--- config.mk ---
export PLATFORM = sky130hd
export DESIGN_NAME = next_pc_unit
export DESIGN_NICKNAME = d
export VERILOG_FILES = /design/src/rtl/next_pc_unit.sv
export SDC_FILE = /design/constraint.sdc
export NUM_CORES = 1
export LEC_CHECK = 0
export CAP_MARGIN = 20
export CELL_PAD_IN_SITES_DETAIL_PLACEMENT = 1
export CELL_PAD_IN_SITES_GLOBAL_PLACEMENT = 1
export CORE_UTILIZATION = 25
export DETAILED_ROUTE_END_ITERATION = 10
export PLACE_DENSITY = 0.5
export SLEW_MARGIN = 10
export SYNTH_ARGS = -nofsm -noshare
export SYNTH_HDL_FRONTEND = slang
export SYNTH_SLANG_ARGS = --single-unit
--- constraint.sdc ---
create_clock -name clk -period 9.4 [get_ports clk]
set_input_delay 2.82 -clock clk [delete_from_list [all_inputs] [get_ports clk]]
set_output_delay 2.82 -clock clk [all_outputs]
set_load 0.005 [all_outputs]
--- src/rtl/next_pc_unit.sv ---
// Next-PC selection for the 8-bit PC register: sequential, branch, jump, call, return,
// with a small return-address stack. Stack faults steer the PC to the 8'd255 halt sentinel.
module next_pc_unit #(
    parameter int DEPTH = 4
) (
    input  logic       clk,
    input  logic       reset_n,
    input  logic [7:0] pc,
    input  logic       stall,
    input  logic       branch_taken,
    input  logic [7:0] branch_offset,
    input  logic       jump,
    input  logic       call,
    input  logic [7:0] target,
    input  logic       ret,
    output logic [7:0] pc_next,
    output logic [3:0] ras_depth,
    output logic       overflow,
    output logic       underflow
);

    localparam logic [3:0] DEPTH_C = 4'(DEPTH);
    localparam logic [7:0] HALT_PC = 8'd255;

    // Storage is sized for the largest legal DEPTH; only the low DEPTH entries are used.
    logic [7:0] ras [8];

    logic [7:0] seq;
    logic [2:0] top_idx;
    logic       ras_full;
    logic       ras_empty;
    logic       do_push;
    logic       do_pop;
    logic       set_ovf;
    logic       set_udf;

    assign seq       = pc + 8'd1;
    assign top_idx   = ras_depth[2:0] - 3'd1;
    assign ras_full  = (ras_depth == DEPTH_C);
    assign ras_empty = (ras_depth == 4'd0);

    always_comb begin
        pc_next = seq;
        do_push = 1'b0;
        do_pop  = 1'b0;
        set_ovf = 1'b0;
        set_udf = 1'b0;
        if (stall) begin
            pc_next = pc;
        end else if (ret) begin
            if (ras_empty) begin
                pc_next = HALT_PC;
                set_udf = 1'b1;
            end else begin
                pc_next = ras[top_idx];
                do_pop  = 1'b1;
            end
        end else if (call) begin
            if (ras_full) begin
                pc_next = HALT_PC;
                set_ovf = 1'b1;
            end else begin
                pc_next = target;
                do_push = 1'b1;
            end
        end else if (jump) begin
            pc_next = target;
        end else if (branch_taken) begin
            pc_next = seq + branch_offset;
        end
    end

    // Negedge matches the PC register's capture edge, so a pop right after a push sees the new entry.
    always_ff @(negedge clk or negedge reset_n) begin
        if (!reset_n) begin
            ras_depth <= 4'd0;
            overflow  <= 1'b0;
            underflow <= 1'b0;
            for (int i = 0; i < 8; i++) begin
                ras[i] <= 8'd0;
            end
        end else begin
            if (do_push) begin
                ras[ras_depth[2:0]] <= seq;
                ras_depth           <= ras_depth + 4'd1;
            end else if (do_pop) begin
                ras_depth <= ras_depth - 4'd1;
            end
            if (set_ovf) begin
                overflow <= 1'b1;
            end
            if (set_udf) begin
                underflow <= 1'b1;
            end
        end
    end

endmodule

After elaboration in Yosys (flattened, before gate mapping)
Index checks and enable logic that the tools add are counted.
{ "classes": {"n_addsub": 5, "order_cmp": 3, "n_eq_ne": 1, "mux": 29, "bitwise": 2, "reduce_logical": 3} }
{ "ops": {"columns": ["cell", "count"], "rows": [
  ["2-to-1 mux 8 bit", 10],
  ["bitwise mux 64 bit", 1],
  ["binary-select mux 8 bit (select 3 bit)", 1],
  ["demux 8 bit (select 3 bit)", 1],
  ["2-to-1 mux 1 bit", 14],
  ["adder 8 x 1 -> 8 bit, second input constant", 1],
  ["adder 8 bit", 1],
  ["greater-or-equal comparator 4 bit, second input constant", 2],
  ["2-to-1 mux 4 bit", 2],
  ["inverter 3 -> 4 bit", 2],
  ["adder 4 x 1 -> 4 bit, second input constant", 1],
  ["== test 4 x 3 -> 1 bit, second input constant", 1],
  ["zero test 4 bit", 1],
  ["less-than comparator 4 x 1 -> 1 bit, second input constant", 1],
  ["subtractor 4 x 1 -> 4 bit, second input constant", 1],
  ["subtractor 3 x 1 -> 3 bit, second input constant", 1],
  ["nonzero test 2 bit", 1],
  ["logical AND 1 bit", 1]
]} }
{ "totals": {"ff_bits": 70, "inputBits": 31, "word_cells": 54} }

Depth between registers and ports, before layout
{ "logic_depth": {"depth_word": 8, "ltp_mapped": 13, "depth_no_buf": 11} }

==> impl_results.md <==
- Number of antenna diodes: 0
- Syn Nets: 432
- Reg-to-reg setup timing slack: 7.19 ns
- Sequential power share: 29.6%
- Placed Area: 5070 sq um
- Final instance area: 5580 sq um
- RSZ-0062 raised after global routing: true
- Synth-to-layout area growth: 37.5%
- Final ANT Viol Nets: 0
- Critical path class: reg2out
- EDFF count, synth: 0
- Synth warnings: 0
- #FFs+latches synth: 70
- Worst clock skew: 0.00673 ns
- Top-area cell type share of the netlist area: 43.2%
- Distinct cells, synth: 50
- Post-Synth Adder-Cell Area: 4.69%
- WL final: 12500 um
- Synth Area in XOR/XNOR: 3.18%
- Critical Path Sink Type: output pin
- Worst EP arrival: 6.96 ns
- Met1 usage: 21.0%
- Drc violations: 0
- H-tree Lvls: 3
- Nets: 527
- Via Count: 3336
- CTS tree: built
- Simple-Gate Fraction of Synth Area: 14.7%
- PnR worst setup slack: -0.379 ns
- Max-cap viol count: 0
- Initial Utilization: 25.5%
- Cts bufs inserted: 9
- Synth area leaders: dfrtn_1, mux4_2, mux2_2, a21oi_1, nor2_1
- Worst vdd ir: 0.114 mV
- Die width: 129 um
- Clk pwr share: 18.1%
- I/O Buffers: 44
- Worst Hold Class: reg2reg
- Critical path peak fanout: 6
- Mapped Area: 4060 sq um
- Hold_buf cts: 0
- Worst setup SP type: flop
- Largest area contributor in the netlist: dfrtn_1
- Gr usage total: 16.2%
- Multiplexer share of the synthesized area: 15.7%
- Sequential cell area fraction in the yosys report: 43.2%
- Met2 global-route usage: 28.4%
- Clk_lat worst skew: 0.34 ns
- Worst Hold Slack: 0.418 ns
- Met3 GRT Util: 1.11%
- First-pass GRT wire length: 20400 um
- Main combinational cell family by area after synthesis: multiplexers
- Sw frac: 35.3%
- First-pass DRT Iterations: 4
- Clock buffer depth: 2
- Root Buffer: clkbuf_16
- Clock slew at reported path FFs: 0.05 ns
- Compound-gate portion of the synthesized area: 14.8%
- Routed vias/inst: 4.75
- Worst Tran Pin Value: 0.660 ns
- Wire length per cell: 17.8 um
- Site Rows: 46
- Failing checks: negative setup slack
- Vias in the first global route: 3610
- Cells after Synth: 387
- Die H: 129 um
- Net Switching: 0.641 mW
- Largest net degree at the start of global routing: 35
- # setup viols final: 8
- 1st-iter DRT viols: 99
- Most Crowded Layer GR: met2
- P_int: 1.17 mW
- I/O pin cnt: 45
- TNS Setup: -2.68 ns
- Relative slew slack: 55.8%
- Status: finished, violations left
- Comb power frac: 52.3%
- Initial antenna violation count: 0
- Die area: 16700 sq um
- Synthesized area per cell: 10.5 sq um
- TritonCTS Sinks: 70
- Gr ovfl total: 0
- Final hold violations: 0
- PwrDens: 325 nW/um^2
- Overall Power: 1.82 mW
- CP Data Required Time: 6.58 ns
- Core area: 15900 sq um
- Global placer's final weighted congestion: 0.779
- Pleak: 2.40 nW
- Commonest register cell after synthesis: dfrtn_1
- Dpl hpwl: 9290 um
- Layout cells sized above 1: 31.2%
- Count of pins over their slew limit: 0
- Ys async rst share: 100%
power by group through the flow:
stage	combinational, mW	sequential, mW	clock [mW]
3_5_place_dp	0.790	0.542	0
4_1_cts	0.998	0.537	0.340
2_1_floorplan	0.527	0.520	0
5_1_grt	1.03	0.555	0.349
6_report	0.949	0.538	0.329
3_3_place_gp	0.768	0.539	0
sequential cells by signal, indices dropped and copies added (netlist names):
name and flops:
overflow 1, ras 64, ras_depth 4, underflow 1
critical path: stages, from the launching register on:
cell and delay, ns:
dfrtn_1 0.46, inv_2 0.07, ha_4 0.30, buf_6 0.13, mux4_2 0.28, mux2_4 0.29, o221ai_2 0.17, o21ai_2 0.08
buf_2 0.13
Yosys cell counts, types with 3 or more instances:
cell / n
inv_1: 13
mux2i_1: 5
o22ai_1: 5
o31ai_1: 3
dfrtn_1: 70
nand2_1: 36
nor4_4: 5
ha_1: 12
o21ai_0: 31
nand4_1: 4
a31o_2: 3
mux4_2: 16
nor2_1: 48
a21oi_1: 40
a2bb2oi_1: 4
mux2_2: 20
and3_1: 3
xor2_1: 7
xnor2_1: 4
buf_2: 6
clkbuf_1: 7
a211oi_1: 5
buf_4: 4
nand3_1: 3
nand2b_1: 3
cells by family (layout without fill, tap and decap cells):
group           Yosys count  after routing
compound gates          101            101
xor+xnor                 13             13
fa+ha+maj                14             14
buf+inv                  33            133
flops                    70             70
mux                      41             41
simple gates            115            115
layout make-up:
type	count	area (sq um)
Fill cell	1803	10300
Multi-Input combinational cell	284	2290
Sequential cell	70	1750
Timing Repair Buffer	102	920
Tap cell	216	270
Clock buffer	9	225
Clock inverter	7	63.8
Inverter	15	57.6
cell usage in the layout (no fill, tap or decap), drive strengths merged, types with 8 or more instances in the layout:
cell type,instances
clkbuf,9
nor2,49
a21oi,40
ha,12
inv,18
clkdlybuf4s50,34
nand2,36
xor2,8
buf,67
o21ai,31
dfrtn,70
mux2,20
mux4,16
timing repair:
item,CTS,global route
gates resized for setup,58,12
pin swaps,7,7
endpoints found under the hold margin,0,0
buffers inserted,12,2
gates cloned,3,0
endpoints found under the setup margin,8,9
metrics by stage:
step,util (%),instances,worst slack [ns]
floorplan,-,387,-0.270
global placement,31.9,676,-0.409
detailed placement,31.9,676,-0.432
CTS,35.4,706,-0.426
global route,35.1,703,-0.446
finish,35.1,703,-0.379
path summary, 6_finish.rpt:
kind,cells past startpoint,from,end
min in group asynchronous,1,reset_n,overflow
setup / recovery,8,ras_depth[0],pc_next[0]
max in group asynchronous,2,reset_n,ras[2]
hold / removal,1,overflow,overflow
setup reg to reg,11,ras_depth[0],ras_depth[3]
hold reg to reg,1,overflow,overflow
routing by layer:
| layer | wire [um] | vias to the layer above |
|---|---|---|
| li1 | - | 1591 |
| met1 | 5800 | 1694 |
| met2 | 6320 | 41 |
| met3 | 237 | 10 |
| met4 | 158 | 0 |
| met5 | 0 | - |
No activity file was read; power rests on OpenSTA's default activity.
